### config.mk
export PLATFORM = sky130hd
export DESIGN_NAME = hd_bus_port
export DESIGN_NICKNAME = d
export VERILOG_FILES = /design/src/rtl/hd_bus_port.sv
export SDC_FILE = /design/constraint.sdc
export NUM_CORES = 1
export LEC_CHECK = 0
export BUFFER_PORTS_ARGS = -buffer_cell sky130_fd_sc_hd__buf_4
export CAP_MARGIN = 5
export CORE_UTILIZATION = 40
export DETAILED_ROUTE_END_ITERATION = 10
export PLACE_DENSITY = 0.73
export SYNTH_ARGS = -nofsm -noshare
export SYNTH_HDL_FRONTEND = slang
export SYNTH_SLANG_ARGS = --single-unit
### constraint.sdc
create_clock -name CLK -period 3.1 [get_ports CLK]
set_input_delay 0.62 -clock CLK [delete_from_list [all_inputs] [get_ports CLK]]
set_output_delay 0.62 -clock CLK [all_outputs]
set_load 0.05 [all_outputs]
### src/rtl/hd_bus_port.sv
// Half-duplex controller for a row of tri-state pad buffers: turns core write/read
// requests into drive / high-Z turnaround / sample sequences on a shared bus.
module hd_bus_port #(
  parameter int WIDTH       = 8,
  parameter int HOLD        = 2,
  parameter int TURN        = 2,
  parameter int SYNC_STAGES = 2
) (
  input  logic             CLK,
  input  logic             RST_N,
  input  logic             WR_REQ,
  input  logic [WIDTH-1:0] WR_DATA,
  output logic             WR_ACK,
  input  logic             RD_REQ,
  output logic [WIDTH-1:0] RD_DATA,
  output logic             RD_VALID,
  output logic             BUSY,
  output logic [WIDTH-1:0] PAD_I,
  output logic [WIDTH-1:0] PAD_T,
  input  logic [WIDTH-1:0] PAD_O
);

  localparam int CMAX_HT = (HOLD > TURN) ? HOLD : TURN;
  localparam int CMAX    = (CMAX_HT > SYNC_STAGES) ? CMAX_HT : SYNC_STAGES;
  localparam int CW      = $clog2(CMAX + 1);

  localparam logic [CW-1:0] HOLD_LAST = CW'(HOLD - 1);
  localparam logic [CW-1:0] TURN_LAST = CW'(TURN - 1);
  localparam logic [CW-1:0] SYNC_LAST = CW'(SYNC_STAGES - 1);

  typedef enum logic [1:0] {S_IDLE, S_DRIVE, S_TURN, S_SAMPLE} state_t;

  state_t                              state_q, state_d;
  logic [CW-1:0]                       cnt_q, cnt_d;
  logic [WIDTH-1:0]                    pad_i_q, pad_i_d;
  logic [WIDTH-1:0]                    pad_t_q, pad_t_d;
  logic [WIDTH-1:0]                    rd_data_q, rd_data_d;
  logic                                wr_ack_q, wr_ack_d;
  logic                                rd_valid_q, rd_valid_d;
  logic                                busy_q, busy_d;
  logic [SYNC_STAGES-1:0][WIDTH-1:0]   sync_q, sync_d;

  always_comb begin
    state_d    = state_q;
    cnt_d      = cnt_q;
    pad_i_d    = pad_i_q;
    rd_data_d  = rd_data_q;
    wr_ack_d   = 1'b0;
    rd_valid_d = 1'b0;
    sync_d     = {sync_q[SYNC_STAGES-2:0], PAD_O};

    case (state_q)
      S_IDLE: begin
        // Reads win a tie so a pending sample is never delayed by a full write cycle.
        if (RD_REQ) begin
          state_d = S_SAMPLE;
          cnt_d   = '0;
        end else if (WR_REQ) begin
          state_d  = S_DRIVE;
          cnt_d    = '0;
          pad_i_d  = WR_DATA;
          wr_ack_d = (HOLD == 1);
        end
      end
      S_DRIVE: begin
        if (cnt_q == HOLD_LAST) begin
          state_d = S_TURN;
          cnt_d   = '0;
        end else begin
          cnt_d    = cnt_q + 1'b1;
          wr_ack_d = (cnt_d == HOLD_LAST);
        end
      end
      S_TURN: begin
        if (cnt_q == TURN_LAST) begin
          state_d = S_IDLE;
          cnt_d   = '0;
        end else begin
          cnt_d = cnt_q + 1'b1;
        end
      end
      S_SAMPLE: begin
        if (cnt_q == SYNC_LAST) begin
          state_d    = S_IDLE;
          cnt_d      = '0;
          rd_data_d  = sync_q[SYNC_STAGES-1];
          rd_valid_d = 1'b1;
        end else begin
          cnt_d = cnt_q + 1'b1;
        end
      end
      default: begin
        state_d = S_IDLE;
        cnt_d   = '0;
      end
    endcase

    // Enables and BUSY are registered from the next state so the pads see clean flop outputs.
    pad_t_d = {WIDTH{state_d != S_DRIVE}};
    busy_d  = (state_d != S_IDLE);
  end

  always_ff @(posedge CLK or negedge RST_N) begin
    if (!RST_N) begin
      state_q    <= S_IDLE;
      cnt_q      <= '0;
      pad_i_q    <= '0;
      pad_t_q    <= '1;
      rd_data_q  <= '0;
      wr_ack_q   <= 1'b0;
      rd_valid_q <= 1'b0;
      busy_q     <= 1'b0;
      sync_q     <= '0;
    end else begin
      state_q    <= state_d;
      cnt_q      <= cnt_d;
      pad_i_q    <= pad_i_d;
      pad_t_q    <= pad_t_d;
      rd_data_q  <= rd_data_d;
      wr_ack_q   <= wr_ack_d;
      rd_valid_q <= rd_valid_d;
      busy_q     <= busy_d;
      sync_q     <= sync_d;
    end
  end

  assign PAD_I    = pad_i_q;
  assign PAD_T    = pad_t_q;
  assign RD_DATA  = rd_data_q;
  assign WR_ACK   = wr_ack_q;
  assign RD_VALID = rd_valid_q;
  assign BUSY     = busy_q;

endmodule
==> flow_metrics.py <==
metrics = {
    "die": {
        "core_um2": 3337,
        "fp.dieH_um": 61.19,
        "boundaryPins": 47,
        "start_util": 0.4199,
        "die_area_um2": 3744,
        "rows": 21,
        "die_w_um": 61.19,
    },
    "synthesis": {
        "synth_top_area_frac": 0.6964,
        "synth_top_cells_by_area": "dfrtp_1 70%, mux2_2 13%, buf_4 3.8%, dfstp_2 1.9%, buf_6 1.6%",
        "post_synth.cell_area_avg_um2": 16.29,
        "synth_nets": 106,
        "synth_top_area_cell": "dfrtp_1",
        "syn-cell-area_um2": 1401,
        "synth_cells": 86,
        "yosysWarnings": 0,
        "yosys.cell_types.count": 22,
        "ys_seq_area_frac": 0.7152,
        "synth_seq_cells": 40,
    },
    "worst_setup_path": {
        "crit_buf_inv": 1,
        "worstPathRequired_ns": 2.48,
        "critPathLaunchType": "flip-flop",
        "path_cells": "buf_4",
        "cp_max_fo": 8,
        "critical_path_class": "flip-flop to output port",
        "cp_top_family": "flip-flops",
        "cpPeakStageDelay_ns": 0.61,
        "end_kind": "output port",
        "crit_slowest_cell": "dfstp_2",
        "worstPathArrival_ns": 1.16,
    },
    "route": {
        "drt_iter0_markers": 13,
        "drcViolationCount": 0,
        "wl_um": 2175,
        "avgRoutedWirePerCell_um": 12.29,
        "ant_nets": 0,
        "drtPass1Iterations": 4,
        "vias": 813,
        "viasPerCell": 4.593,
    },
    "status": {
        "run_status": "complete, no violations",
    },
    "clock_network": {
        "clk_latency_ns": 0.34,
        "path_clk_slew_ns": 0.11,
        "htree_levels": 2,
        "ctsHoldBuffers": 0,
        "postCtsSetupBuffers": 0,
        "clockBufferDepth": 2,
        "cts.repair.resized": 0,
        "clock-sinks": 40,
        "cts_root_buf": "clkbuf_4",
        "cts_tree": "done",
        "numCtsBuffers": 5,
    },
    "grt": {
        "overflow": 0,
        "grt.total_usage": 0.1384,
        "grt_pass1_vias": 769,
        "grt_pass1_wl_um": 3553,
        "antenna_found_initial": 0,
        "grt_max_degree": 41,
    },
    "sta": {
        "tightest_slew_ns": 0.5138,
        "fin_crit_sh": 0.5741,
        "finalHoldViolCount": 0,
        "slew_headroom": 0.6543,
        "period_needed_ns": 1.780,
        "setup_viol": 0,
        "setup_tns_ns": 0,
        "rsz0062_at_grt": "no",
        "maxSlewViolCount": 0,
        "finClkSkew_ns": 0.005064,
        "max_freq_mhz": 561.9,
    },
    "finish": {
        "layout_commonest_cell": "buf_4",
        "area_delta_synth_final_pct": 29.82,
        "drive_gt1_frac": 0.5649,
        "nNetsFinal": 150,
        "layout_common_cells": "46 x buf_4, 39 x dfrtp_1, 16 x mux2_2, 5 x clkbuf_4, 4 x nor2_1",
        "num_antenna_cells": 0,
    },
    "placed_design": {
        "dp_hpwl_um": 1533,
        "portBuffers": 46,
        "routabilityCongestion": 0.6866,
    },
    "min_path": {
        "hold_class": "primary input to asynchronous set/reset pin",
    },
    "flow_run": {
        "maxCapViolations": 0,
    },
}
final cells by class:
class	count	area, um^2
tap	46	57.56
sequential	40	1002
clock inverter	2	38.79
timing repair buffer	46	345.3
inverter	1	3.754
multi-input combinational	36	320.3
fill	294	1518
clock buffer	6	51.30
flip-flops by register name (all words and copies together) (netlist names), 2 cells and up:
name and flops:
PAD_I 8, RD_DATA 8, sync_d 8, sync_q 8
cnt_q 2, state_q 2
cell families after synthesis:
kind of cell	after synthesis	synth area share
DFF	40	0.7152
muxes	16	0.1286
and+or+nand+nor	14	0.07143
buffers and inverters	10	0.05625
AOI/OAI and AO/OA	6	0.02857
layer usage:
metal  up-vias  share of wire  global-route usage
met5         -              0                   0
met4         0          0.011             0.05844
met3         2          0.082             0.06933
met2        39           0.50              0.2127
met1       402           0.40              0.1651
li1        370              -                   -
worst paths after layout:
check | from | to | slack [ns] | depth (start not counted)
max | PAD_T[0] | PAD_T[2] | 1.32 | 1
min | RST_N | sync_q[11] | 0.23 | 1
max reg2reg | state_q[1] | PAD_I[1] | 1.65 | 2
min reg2reg | sync_d[15] | sync_q[15] | 0.36 | 0
max in group asynchronous | RST_N | PAD_T[0] | 2.51 | 1
min in group CLK | sync_d[15] | sync_q[15] | 0.36 | 0
synthesized netlist by cell type:
library cell	instances
dfrtp_1	39
mux2_2	16
buf_4	7
nor2_1	4
buf_6	2
nand2b_1	2
a21o_1	1
a21oi_1	1
and2_1	1
and2b_1	1
dfstp_2	1
inv_1	1
nand2_1	1
nand2b_4	1
nand3_2	1
nor3_4	1
nor4_1	1
nor4b_1	1
o21a_1	1
o21ai_0	1
o21bai_1	1
o31ai_1	1
stage by stage:
stage                     cell area, um^2  setup slack, ns    util  hold slack (ns)  std cells
after floorplan                      1401            1.499       -           0.3244         86
after global placement               1729            1.409  0.5182           0.3317        169
after CTS                            1819            1.300  0.5452           0.2339        177
after global routing                 1819            1.236  0.5452           0.2432        177
after detailed placement             1729            1.353  0.5182           0.3362        169
final                                1819            1.320  0.5452           0.2261        177
Power is left out: the tool's default activity adds up to more than one toggle a clock period on the data nets, which glitch-free logic cannot reach.
